## src/rtl/pipeline_hazard_ctrl_pkg.sv

```systemverilog
// Shared definitions for the pipeline freeze/flush scheduler.
// Holds default widths, memory-wait state encoding and the scoreboard bubble encoding.
package pipeline_hazard_ctrl_pkg;

    localparam int DEFAULT_REG_W    = 4;
    localparam int DEFAULT_MAX_WAIT = 255;
    localparam int DEFAULT_CNT_W    = 32;

    typedef enum logic {
        ST_RUN  = 1'b0,
        ST_WAIT = 1'b1
    } mem_state_e;

    // A scoreboard entry carrying these flags never produces a RAW hit.
    localparam logic BUBBLE_WB_EN    = 1'b0;
    localparam logic BUBBLE_MEM_READ = 1'b0;

    function automatic logic src_hit(input logic use1, input logic eq1,
                                     input logic use2, input logic eq2);
        return (use1 & eq1) | (use2 & eq2);
    endfunction

endpackage

```

## src/rtl/pipeline_hazard_ctrl_if.sv

```systemverilog
// Handshake bundle between the pipeline datapath and the hazard controller.
// The pipeline side uses the master modport, the controller the slave modport.
interface pipeline_hazard_ctrl_if #(
    parameter int REG_W = 4
);
    logic [REG_W-1:0] id_src1;
    logic [REG_W-1:0] id_src2;
    logic             id_use_src1;
    logic             id_use_src2;
    logic [REG_W-1:0] id_dest;
    logic             id_wb_en;
    logic             id_mem_read;
    logic             branch_taken;
    logic             mem_req;
    logic             mem_ready;

    logic             pc_freeze;
    logic             if_id_freeze;
    logic             if_id_flush;
    logic             id_exe_flush;
    logic             back_freeze;
    logic             hazard;

    modport master (
        output id_src1, id_src2, id_use_src1, id_use_src2, id_dest,
               id_wb_en, id_mem_read, branch_taken, mem_req, mem_ready,
        input  pc_freeze, if_id_freeze, if_id_flush, id_exe_flush,
               back_freeze, hazard
    );

    modport slave (
        input  id_src1, id_src2, id_use_src1, id_use_src2, id_dest,
               id_wb_en, id_mem_read, branch_taken, mem_req, mem_ready,
        output pc_freeze, if_id_freeze, if_id_flush, id_exe_flush,
               back_freeze, hazard
    );

endinterface

```

## src/rtl/pipeline_hazard_ctrl_hazard_scoreboard.sv

```systemverilog
// Private copy of the EXE and MEM destination registers, used to detect RAW
// hazards against the instruction currently sitting in ID.
module hazard_scoreboard
    import pipeline_hazard_ctrl_pkg::*;
#(
    parameter int FORWARDING_EN = 0,
    parameter int REG_W         = DEFAULT_REG_W
) (
    input  logic             clk,
    input  logic             rst,
    input  logic [REG_W-1:0] id_src1,
    input  logic [REG_W-1:0] id_src2,
    input  logic             id_use_src1,
    input  logic             id_use_src2,
    input  logic [REG_W-1:0] id_dest,
    input  logic             id_wb_en,
    input  logic             id_mem_read,
    input  logic             mem_stall,
    input  logic             id_exe_flush,
    output logic             hazard
);

    logic [REG_W-1:0] exe_dest;
    logic             exe_wb_en;
    logic             exe_mem_read;
    logic [REG_W-1:0] mem_dest;
    logic             mem_wb_en;
    logic             hit_exe;
    logic             hit_mem;

    // Entries shadow the real stage registers: they hold while memory stalls
    // and take a bubble whenever the ID/EXE register is flushed.
    always_ff @(posedge clk or posedge rst) begin
        if (rst) begin
            exe_dest     <= '0;
            exe_wb_en    <= BUBBLE_WB_EN;
            exe_mem_read <= BUBBLE_MEM_READ;
            mem_dest     <= '0;
            mem_wb_en    <= BUBBLE_WB_EN;
        end else if (!mem_stall) begin
            mem_dest  <= exe_dest;
            mem_wb_en <= exe_wb_en;
            if (id_exe_flush) begin
                exe_dest     <= '0;
                exe_wb_en    <= BUBBLE_WB_EN;
                exe_mem_read <= BUBBLE_MEM_READ;
            end else begin
                exe_dest     <= id_dest;
                exe_wb_en    <= id_wb_en;
                exe_mem_read <= id_mem_read;
            end
        end
    end

    always_comb begin
        hit_exe = exe_wb_en & src_hit(id_use_src1, id_src1 == exe_dest,
                                      id_use_src2, id_src2 == exe_dest);
        hit_mem = mem_wb_en & src_hit(id_use_src1, id_src1 == mem_dest,
                                      id_use_src2, id_src2 == mem_dest);
    end

    // With forwarding only a load in EXE cannot supply its result in time.
    generate
        if (FORWARDING_EN != 0) begin : g_fwd
            assign hazard = hit_exe & exe_mem_read;
        end else begin : g_nofwd
            assign hazard = hit_exe | hit_mem;
        end
    endgenerate

endmodule

```

## src/rtl/pipeline_hazard_ctrl.sv

```systemverilog
// Central freeze/flush scheduler for the 5-stage pipeline: memory-wait FSM,
// branch flush sequencing, RAW stall insertion and a stall performance counter.
module pipeline_hazard_ctrl
    import pipeline_hazard_ctrl_pkg::*;
#(
    parameter int FORWARDING_EN = 0,
    parameter int REG_W         = DEFAULT_REG_W,
    parameter int MAX_WAIT      = DEFAULT_MAX_WAIT,
    parameter int CNT_W         = DEFAULT_CNT_W
) (
    input  logic                  clk,
    input  logic                  rst,
    pipeline_hazard_ctrl_if.slave bus,
    output logic                  timeout_err,
    output logic [CNT_W-1:0]      stall_cnt
);

    localparam int                WAIT_W     = (MAX_WAIT < 1) ? 1 : $clog2(MAX_WAIT + 1);
    localparam logic [WAIT_W:0]   MAX_WAIT_V = MAX_WAIT[WAIT_W:0];

    mem_state_e        state;
    mem_state_e        state_next;
    logic              mem_stall;
    logic              hazard_raw;
    logic [WAIT_W-1:0] wait_cnt;
    logic [WAIT_W:0]   wait_inc;

    logic pc_freeze;
    logic if_id_freeze;
    logic if_id_flush;
    logic id_exe_flush;
    logic back_freeze;

    hazard_scoreboard #(
        .FORWARDING_EN (FORWARDING_EN),
        .REG_W         (REG_W)
    ) u_scoreboard (
        .clk          (clk),
        .rst          (rst),
        .id_src1      (bus.id_src1),
        .id_src2      (bus.id_src2),
        .id_use_src1  (bus.id_use_src1),
        .id_use_src2  (bus.id_use_src2),
        .id_dest      (bus.id_dest),
        .id_wb_en     (bus.id_wb_en),
        .id_mem_read  (bus.id_mem_read),
        .mem_stall    (mem_stall),
        .id_exe_flush (id_exe_flush),
        .hazard       (hazard_raw)
    );

    always_ff @(posedge clk or posedge rst) begin
        if (rst) begin
            state <= ST_RUN;
        end else begin
            state <= state_next;
        end
    end

    // The stall is visible in the very cycle the slow access starts, before WAIT is entered.
    always_comb begin
        state_next = state;
        mem_stall  = 1'b0;
        case (state)
            ST_RUN: begin
                if (bus.mem_req && !bus.mem_ready) begin
                    state_next = ST_WAIT;
                    mem_stall  = 1'b1;
                end
            end
            ST_WAIT: begin
                if (bus.mem_ready) begin
                    state_next = ST_RUN;
                end else begin
                    mem_stall = 1'b1;
                end
            end
            default: state_next = ST_RUN;
        endcase
    end

    assign wait_inc = {1'b0, wait_cnt} + 1'b1;

    // The timeout flag is sticky; the FSM keeps waiting for the memory regardless.
    always_ff @(posedge clk or posedge rst) begin
        if (rst) begin
            wait_cnt    <= '0;
            timeout_err <= 1'b0;
        end else if (state == ST_WAIT) begin
            if (wait_inc >= MAX_WAIT_V) begin
                timeout_err <= 1'b1;
            end
            if (bus.mem_ready) begin
                wait_cnt <= '0;
            end else if (wait_inc >= MAX_WAIT_V) begin
                wait_cnt <= MAX_WAIT_V[WAIT_W-1:0];
            end else begin
                wait_cnt <= wait_inc[WAIT_W-1:0];
            end
        end else begin
            wait_cnt <= '0;
        end
    end

    // A branch seen during a memory stall stays asserted because EXE is held,
    // so it is simply serviced once the stall releases.
    always_comb begin
        pc_freeze    = 1'b0;
        if_id_freeze = 1'b0;
        if_id_flush  = 1'b0;
        id_exe_flush = 1'b0;
        back_freeze  = 1'b0;
        if (rst) begin
            pc_freeze = 1'b0;
        end else if (mem_stall) begin
            pc_freeze    = 1'b1;
            if_id_freeze = 1'b1;
            back_freeze  = 1'b1;
        end else if (bus.branch_taken) begin
            if_id_flush  = 1'b1;
            id_exe_flush = 1'b1;
        end else if (hazard_raw) begin
            pc_freeze    = 1'b1;
            if_id_freeze = 1'b1;
            id_exe_flush = 1'b1;
        end
    end

    assign bus.pc_freeze    = pc_freeze;
    assign bus.if_id_freeze = if_id_freeze;
    assign bus.if_id_flush  = if_id_flush;
    assign bus.id_exe_flush = id_exe_flush;
    assign bus.back_freeze  = back_freeze;
    assign bus.hazard       = hazard_raw & ~rst;

    always_ff @(posedge clk or posedge rst) begin
        if (rst) begin
            stall_cnt <= '0;
        end else if (pc_freeze && (stall_cnt != '1)) begin
            stall_cnt <= stall_cnt + 1'b1;
        end
    end

endmodule
```

## src/flat_wrapper.sv

```systemverilog
// flat-port wrapper written by rule: the top's interface ports become plain ports
module pipeline_hazard_ctrl_flat import pipeline_hazard_ctrl_pkg::*;
#(
    parameter int FORWARDING_EN = 0,
    parameter int REG_W         = DEFAULT_REG_W,
    parameter int MAX_WAIT      = DEFAULT_MAX_WAIT,
    parameter int CNT_W         = DEFAULT_CNT_W
)
  (clk, rst, timeout_err, stall_cnt, bus_id_src1, bus_id_src2, bus_id_use_src1, bus_id_use_src2, bus_id_dest, bus_id_wb_en, bus_id_mem_read, bus_branch_taken, bus_mem_req, bus_mem_ready, bus_pc_freeze, bus_if_id_freeze, bus_if_id_flush, bus_id_exe_flush, bus_back_freeze, bus_hazard);
  pipeline_hazard_ctrl_if #(.REG_W(REG_W)) bus_i ();
  input  logic clk;
  input  logic rst;
  output logic timeout_err;
  output logic [CNT_W-1:0] stall_cnt;
  input wire logic [$bits(bus_i.id_src1)-1:0] bus_id_src1;
  input wire logic [$bits(bus_i.id_src2)-1:0] bus_id_src2;
  input wire logic [$bits(bus_i.id_use_src1)-1:0] bus_id_use_src1;
  input wire logic [$bits(bus_i.id_use_src2)-1:0] bus_id_use_src2;
  input wire logic [$bits(bus_i.id_dest)-1:0] bus_id_dest;
  input wire logic [$bits(bus_i.id_wb_en)-1:0] bus_id_wb_en;
  input wire logic [$bits(bus_i.id_mem_read)-1:0] bus_id_mem_read;
  input wire logic [$bits(bus_i.branch_taken)-1:0] bus_branch_taken;
  input wire logic [$bits(bus_i.mem_req)-1:0] bus_mem_req;
  input wire logic [$bits(bus_i.mem_ready)-1:0] bus_mem_ready;
  output wire logic [$bits(bus_i.pc_freeze)-1:0] bus_pc_freeze;
  output wire logic [$bits(bus_i.if_id_freeze)-1:0] bus_if_id_freeze;
  output wire logic [$bits(bus_i.if_id_flush)-1:0] bus_if_id_flush;
  output wire logic [$bits(bus_i.id_exe_flush)-1:0] bus_id_exe_flush;
  output wire logic [$bits(bus_i.back_freeze)-1:0] bus_back_freeze;
  output wire logic [$bits(bus_i.hazard)-1:0] bus_hazard;
  assign bus_i.id_src1 = bus_id_src1;
  assign bus_i.id_src2 = bus_id_src2;
  assign bus_i.id_use_src1 = bus_id_use_src1;
  assign bus_i.id_use_src2 = bus_id_use_src2;
  assign bus_i.id_dest = bus_id_dest;
  assign bus_i.id_wb_en = bus_id_wb_en;
  assign bus_i.id_mem_read = bus_id_mem_read;
  assign bus_i.branch_taken = bus_branch_taken;
  assign bus_i.mem_req = bus_mem_req;
  assign bus_i.mem_ready = bus_mem_ready;
  assign bus_pc_freeze = bus_i.pc_freeze;
  assign bus_if_id_freeze = bus_i.if_id_freeze;
  assign bus_if_id_flush = bus_i.if_id_flush;
  assign bus_id_exe_flush = bus_i.id_exe_flush;
  assign bus_back_freeze = bus_i.back_freeze;
  assign bus_hazard = bus_i.hazard;
  pipeline_hazard_ctrl #(.FORWARDING_EN(FORWARDING_EN), .REG_W(REG_W), .MAX_WAIT(MAX_WAIT), .CNT_W(CNT_W)) u_core (.clk(clk), .rst(rst), .bus(bus_i), .timeout_err(timeout_err), .stall_cnt(stall_cnt));
endmodule
```

## config.mk

```make
export PLATFORM = sky130hd
export DESIGN_NAME = pipeline_hazard_ctrl_flat
export DESIGN_NICKNAME = d
export VERILOG_FILES = /design/src/rtl/pipeline_hazard_ctrl_pkg.sv /design/src/rtl/pipeline_hazard_ctrl_if.sv /design/src/rtl/pipeline_hazard_ctrl_hazard_scoreboard.sv /design/src/rtl/pipeline_hazard_ctrl.sv /design/src/flat_wrapper.sv
export SDC_FILE = /design/constraint.sdc
export NUM_CORES = 1
export LEC_CHECK = 0
export BUFFER_PORTS_ARGS = -buffer_cell sky130_fd_sc_hd__buf_4
export CAP_MARGIN = 10
export CORE_ASPECT_RATIO = 1.5
export CORE_MARGIN = 2
export CORE_UTILIZATION = 26
export DETAILED_ROUTE_END_ITERATION = 10
export PLACE_DENSITY = 0.49
export SLEW_MARGIN = 10
export SYNTH_ARGS = -nofsm -noshare
export SYNTH_HDL_FRONTEND = slang
export SYNTH_SLANG_ARGS = --single-unit
```

## constraint.sdc

```tcl
create_clock -name clk -period 3.55 [get_ports clk]
set_input_delay 0.71 -clock clk [delete_from_list [all_inputs] [get_ports clk]]
set_output_delay 0.71 -clock clk [all_outputs]
set_load 0.05 [all_outputs]
```

# Yosys cells after proc, flatten, opt, wreduce, memory -nomap -nowiden
# Index checks and enable logic that the tools add are counted.
[classes]
div_mod_pow = 0
n_reduce_logical = 4
multipliers = 0
shift = 0
n_eq_ne = 5
bitwise_logic = 12
n_mux = 20
order_cmp = 1
addsub = 2
[ops]
columns = ["cell", "count"]
rows = [
  ["32-bit by 1-bit adder with 32-bit output, second input constant", 1],
  ["32-bit inequality test, second input constant", 1],
  ["8-bit two-way mux", 3],
  ["4-bit equality test", 4],
  ["1-bit two-way mux", 15],
  ["8-bit by 1-bit adder with 9-bit output, second input constant", 1],
  ["9-bit by 8-bit >= comparator with 1-bit output, second input constant", 1],
  ["1-bit AND", 7],
  ["4-bit two-way mux", 1],
  ["1-bit bitwise OR", 3],
  ["1-bit logical AND", 2],
  ["1-bit inverter", 2],
  ["1-bit one-hot mux with 2 select lines", 1],
  ["2-bit AND reduction", 1],
  ["1-bit logical NOT", 1],
]
[word_totals]
latchBits = 0
rom_bits = 0
regBits = 52
mem_count = 0
ramBits = 0
out_inout_bits = 39
elab_cells = 52

# Depth between registers and ports, before layout
[depth]
ltp_word = 10
ltp_mapped = 8
mapped_depth_nobuf = 8

# By module
# Synthesis repeated with hierarchy kept, for this count alone.
[unflattened]
hier_cells = 253
area_unflattened_um2 = 2635.0
[modules_own_cells]
columns = ["mod", "seq_area_each_um2", "instances", "cells_each", "area_per_inst_um2"]
rows = [
  ["pipeline_hazard_ctrl", 1051.0, 1, 203, 2073.2],
  ["hazard_scoreboard", 250.2, 1, 50, 561.8],
]

# Worst setup path after synthesis
# Ideal clock, no wire load.
[synth_timing]
path_type = "input -> output"
from = "in bus_id_src1[3]"
to = "out bus_pc_freeze"
stages = 7
t_arrival_ns = 3.045
slack_ns = -0.205
cell_sequence = "xor2_1 nor3_1 nand4_1 a41oi_1 nand2_1 nand2_1 buf_4"
[synth_between]
elab_chain_len = 9
[synth_rtl]
columns = ["item", "line", "source"]
rows = [
  ["start: declaration", "flat_wrapper.sv:15", "input wire logic [$bits(bus_i.id_src1)-1:0] bus_id_src1;"],
  ["4-bit equality test, on equally long branches", "pipeline_hazard_ctrl_hazard_scoreboard.sv:56, pipeline_hazard_ctrl_hazard_scoreboard.sv:58", ""],
  ["1-bit AND", "pipeline_hazard_ctrl_pkg.sv:20", "return (use1 & eq1) | (use2 & eq2);"],
  ["1-bit bitwise OR", "pipeline_hazard_ctrl_pkg.sv:20", ""],
  ["1-bit AND, on equally long branches", "pipeline_hazard_ctrl_hazard_scoreboard.sv:56, pipeline_hazard_ctrl_hazard_scoreboard.sv:58", ""],
  ["1-bit bitwise OR *", "pipeline_hazard_ctrl_hazard_scoreboard.sv:67", "assign hazard = hit_exe | hit_mem;"],
  ["1-bit two-way mux * (4 in a row)", "n/a", ""],
  ["end: declaration", "flat_wrapper.sv:25", "output wire logic [$bits(bus_i.pc_freeze)-1:0] bus_pc_freeze;"],
]
# Mark *: on every way between the ends. The rest lies on a longest branch, timed or not.

# Worst setup path after layout
[layout_timing]
from = "in bus_id_src1[3]"
to = "out bus_id_exe_flush"
[layout_between]
elab_chain_len = 9
[layout_rtl]
columns = ["item", "line", "source"]
rows = [
  ["4-bit equality test, on equally long branches", "pipeline_hazard_ctrl_hazard_scoreboard.sv:56, pipeline_hazard_ctrl_hazard_scoreboard.sv:58", ""],
  ["1-bit AND", "pipeline_hazard_ctrl_pkg.sv:20", ""],
  ["1-bit bitwise OR", "pipeline_hazard_ctrl_pkg.sv:20", ""],
  ["1-bit AND, on equally long branches", "pipeline_hazard_ctrl_hazard_scoreboard.sv:56, pipeline_hazard_ctrl_hazard_scoreboard.sv:58", ""],
  ["1-bit bitwise OR *", "pipeline_hazard_ctrl_hazard_scoreboard.sv:67", ""],
  ["1-bit two-way mux *", "pipeline_hazard_ctrl.sv:122", "end else if (hazard_raw) begin"],
  ["1-bit two-way mux *", "pipeline_hazard_ctrl.sv:119", "end else if (bus.branch_taken) begin"],
  ["1-bit two-way mux *", "pipeline_hazard_ctrl.sv:115", "end else if (mem_stall) begin"],
  ["1-bit two-way mux *", "pipeline_hazard_ctrl.sv:113", "if (rst) begin"],
  ["end: declaration", "flat_wrapper.sv:28", "output wire logic [$bits(bus_i.id_exe_flush)-1:0] bus_id_exe_flush;"],
]
# Marked as above.

==> metrics <==
syn avg cell area=10.3 sq um; Max Cap Viol=0; post-synthesis sequential area ratio=48.0%; YS warnings=0; die area=11300 sq um; Remaining DRCs=0; final setup vio count=0; cell-internal power=0.00110 W; Routed WL=6.50 mm; CTS buffer count=5; Worst VDD drop=0.322 mV; Worst Path Arrival=2.19 ns; hold buffer count at CTS=0; Final Slew Violations=0; die width=87.4 um; Placer Congestion=0.737; switching share of total power=31.5%; Syn Nets=288; Max Fclk=0.345 GHz; CTS H-Tree Depth=2; Clock Power Share=33.5%; Slew HR=53.4%; Antenna diodes=0; vias per cell=4.77; Yosys reg bits=52; sw power=0.000506 W; CTS root buf=clkbuf_16; final worst-path cycle share=81.6%; combinational fraction of design power=22.3%; Mapped Area=2710 sq um; clock sink count=52; via count=2129; status=completed; Slew @ Worst Pin=0.698 ns; vias in the first global route=2191; Fin Clk Skew=0.00635 ns; CP max FO=4; CTS resizes=0; Reg clk slew, reported paths=0.06 ns; Period minus WS final=2.90 ns; register area=1300 sq um; multi-input logic area=1350 sq um; total grt overflow=0; Setup Fix Bufs, Post-CTS=0; post-synth cell types=44; Final Hold Fails=0; Cells after Synth=264; num rows=45; sequential power share=44.1%; TritonCTS clock tree=built; Setup TNS Final=0 ns; initial antenna violation count=0; iteration count of the initial detailed-routing pass=6; Clock Latency Late Sink=0.29 ns; CP Class=in -> out; largest net degree at the start of global routing=33; # fillers=1072; die height=129 um; share of layout cells above drive strength 1=25.5%; final-stage net count=352; CP Capture Type=output pin; Ports=60; Core Area=10100 sq um; Req. time, crit path=2.84 ns; All-Layer GR Usage=12.3%; final hold slack=0.474 ns; global-route wire length before repair=11.0 mm; Port Buf Inserts=58; post-DP HPWL=4.99 mm; leakage=1.65 nW; RSZ-0062 raised after global routing=no; CP Launch Type=input pin; Hold Crit Class=reg -> reg; initial DRC count=110; initial core utilization=26.8%; Routed Antenna Nets=0; Max Root-Sink Buffers=2; drt wl/cell=14.6 um; Layout area overhead=27.8%; Pwr per Cell Area=464 nW/um^2
through the flow:
| stage | setup WS [ns] | cell area (sq um) | utilization [%] | total power (W) | cells |
|---|---|---|---|---|---|
| floorplan | 0.0140 | 2720 | - | 0.000955 | 264 |
| detailed placement | 0.642 | 3300 | 32.6 | 0.00109 | 438 |
| global placement | 0.655 | 3300 | 32.6 | 0.00108 | 438 |
| CTS | 0.635 | 3460 | 34.2 | 0.00164 | 446 |
| global route | 0.474 | 3460 | 34.2 | 0.00169 | 446 |
| finish | 0.652 | 3460 | 34.2 | 0.00161 | 446 |
area by class of cell:
type | instances | area share (%)
clock inverters | 2 | 1.01
flip-flops and latches | 52 | 37.6
inverters | 14 | 1.52
well taps | 117 | 4.23
multi-input cells | 195 | 39.0
clock buffers | 6 | 3.72
repair buffers | 60 | 13.0
layer usage:
layer	global-route usage (%)	routed length, um	up-vias
li1	-	-	1050
met1	14.5	2630	1030
met4	4.07	104	0
met3	2.87	318	7
met2	21.6	3450	42
met5	0	0	-
cells by family after synthesis:
| family | synth area share [%] |
|---|---|
| multiplexers | 2.63 |
| XOR/XNOR | 15.8 |
| buffers and inverters | 2.49 |
| flip-flops | 48.0 |
| adder cells (fa/ha/maj) | 1.38 |
| AO/OA/AOI/OAI | 7.71 |
| AND/OR/NAND/NOR | 22.0 |
sequential cells by signal (all words and copies together) (netlist names):
name,cells
u_core.u_scoreboard.mem_dest,4
u_core.state,1
u_core.wait_cnt,8
u_core.u_scoreboard.mem_wb_en,1
u_core.u_scoreboard.exe_wb_en,1
u_core.timeout_err,1
u_core.u_scoreboard.exe_dest,4
u_core.stall_cnt,32
path summary, 6_finish.rpt:
kind / startpoint / endpoint / slack (ns) / cells past startpoint
min in group asynchronous: rst / u_core.stall_cnt[8]$_DFFE_PP0P_ / 0.49 / 2
max in group asynchronous: rst / u_core.stall_cnt[25]$_DFFE_PP0P_ / 2.26 / 3
max reg2reg: u_core.stall_cnt[3]$_DFFE_PP0P_ / u_core.stall_cnt[1]$_DFFE_PP0P_ / 0.97 / 6
max: bus_id_src1[3] / bus_id_exe_flush / 0.65 / 8
min reg2reg: u_core.timeout_err$_DFFE_PP0P_ / u_core.timeout_err$_DFFE_PP0P_ / 0.47 / 1
min: u_core.timeout_err$_DFFE_PP0P_ / u_core.timeout_err$_DFFE_PP0P_ / 0.47 / 1
cells in the mapped netlist (all sizes together):
master | instances | share of area [%]
nor2b | 1 | 0.23
a31oi | 2 | 1.0
nand2b | 1 | 0.23
o21bai | 1 | 0.28
a21oi | 11 | 2.6
clkbuf | 1 | 0.14
nand4bb | 1 | 0.42
dfrtp | 52 | 48
o2111ai | 1 | 0.32
inv | 14 | 1.9
or4b | 1 | 0.51
xor2 | 34 | 11
buf | 2 | 0.42
and3 | 6 | 1.4
nor4b | 1 | 0.32
ha | 3 | 1.4
a41oi | 1 | 0.32
nand3 | 16 | 3.0
nand3b | 1 | 0.28
a211oi | 1 | 0.28
and2 | 2 | 0.55
nor3b | 1 | 0.28
a2bb2oi | 1 | 0.32
and4 | 1 | 0.42
o21ai | 2 | 0.37
mux2 | 6 | 2.6
nor3 | 21 | 3.9
a22oi | 1 | 0.28
nand2 | 16 | 2.2
nor2 | 25 | 3.5
a22o | 5 | 1.6
nand4 | 10 | 2.9
nor4 | 6 | 1.9
o22a | 1 | 0.32
xnor2 | 15 | 4.8
worst max-delay path, stage by stage:
cell,delay [ns]
buf_4,0.12
xor2_1,0.14
nor3_1,0.26
nand4_1,0.18
nand4_1,0.30
nor2_1,0.10
nor3_1,0.15
buf_4,0.23
power by group through the flow:
stage | Clock, W | Combinational [W] | Sequential (W)
floorplan | 0 | 0.000146 | 0.000809
global placement | 0 | 0.000363 | 0.000719
detailed placement | 0 | 0.000366 | 0.000722
CTS | 0.000564 | 0.000367 | 0.000711
global route | 0.000584 | 0.000386 | 0.000719
finish | 0.000539 | 0.000359 | 0.000710
cells in the final DEF, fill, tap and decap left out, types with 2 or more instances in the layout:
master and instances:
nand2_1 16, buf_4 60, ha_1 3, nand4_1 9
xnor2_1 15, inv_1 13, a22o_1 5, o21ai_0 2
nand3_1 16, nor2_1 25, nor3_1 21, xor2_1 34
clkbuf_16 5, dfrtp_1 52, mux2_2 5, and3_1 5
nor4_1 5, a21oi_1 9
(Power assumes the default switching activity.)
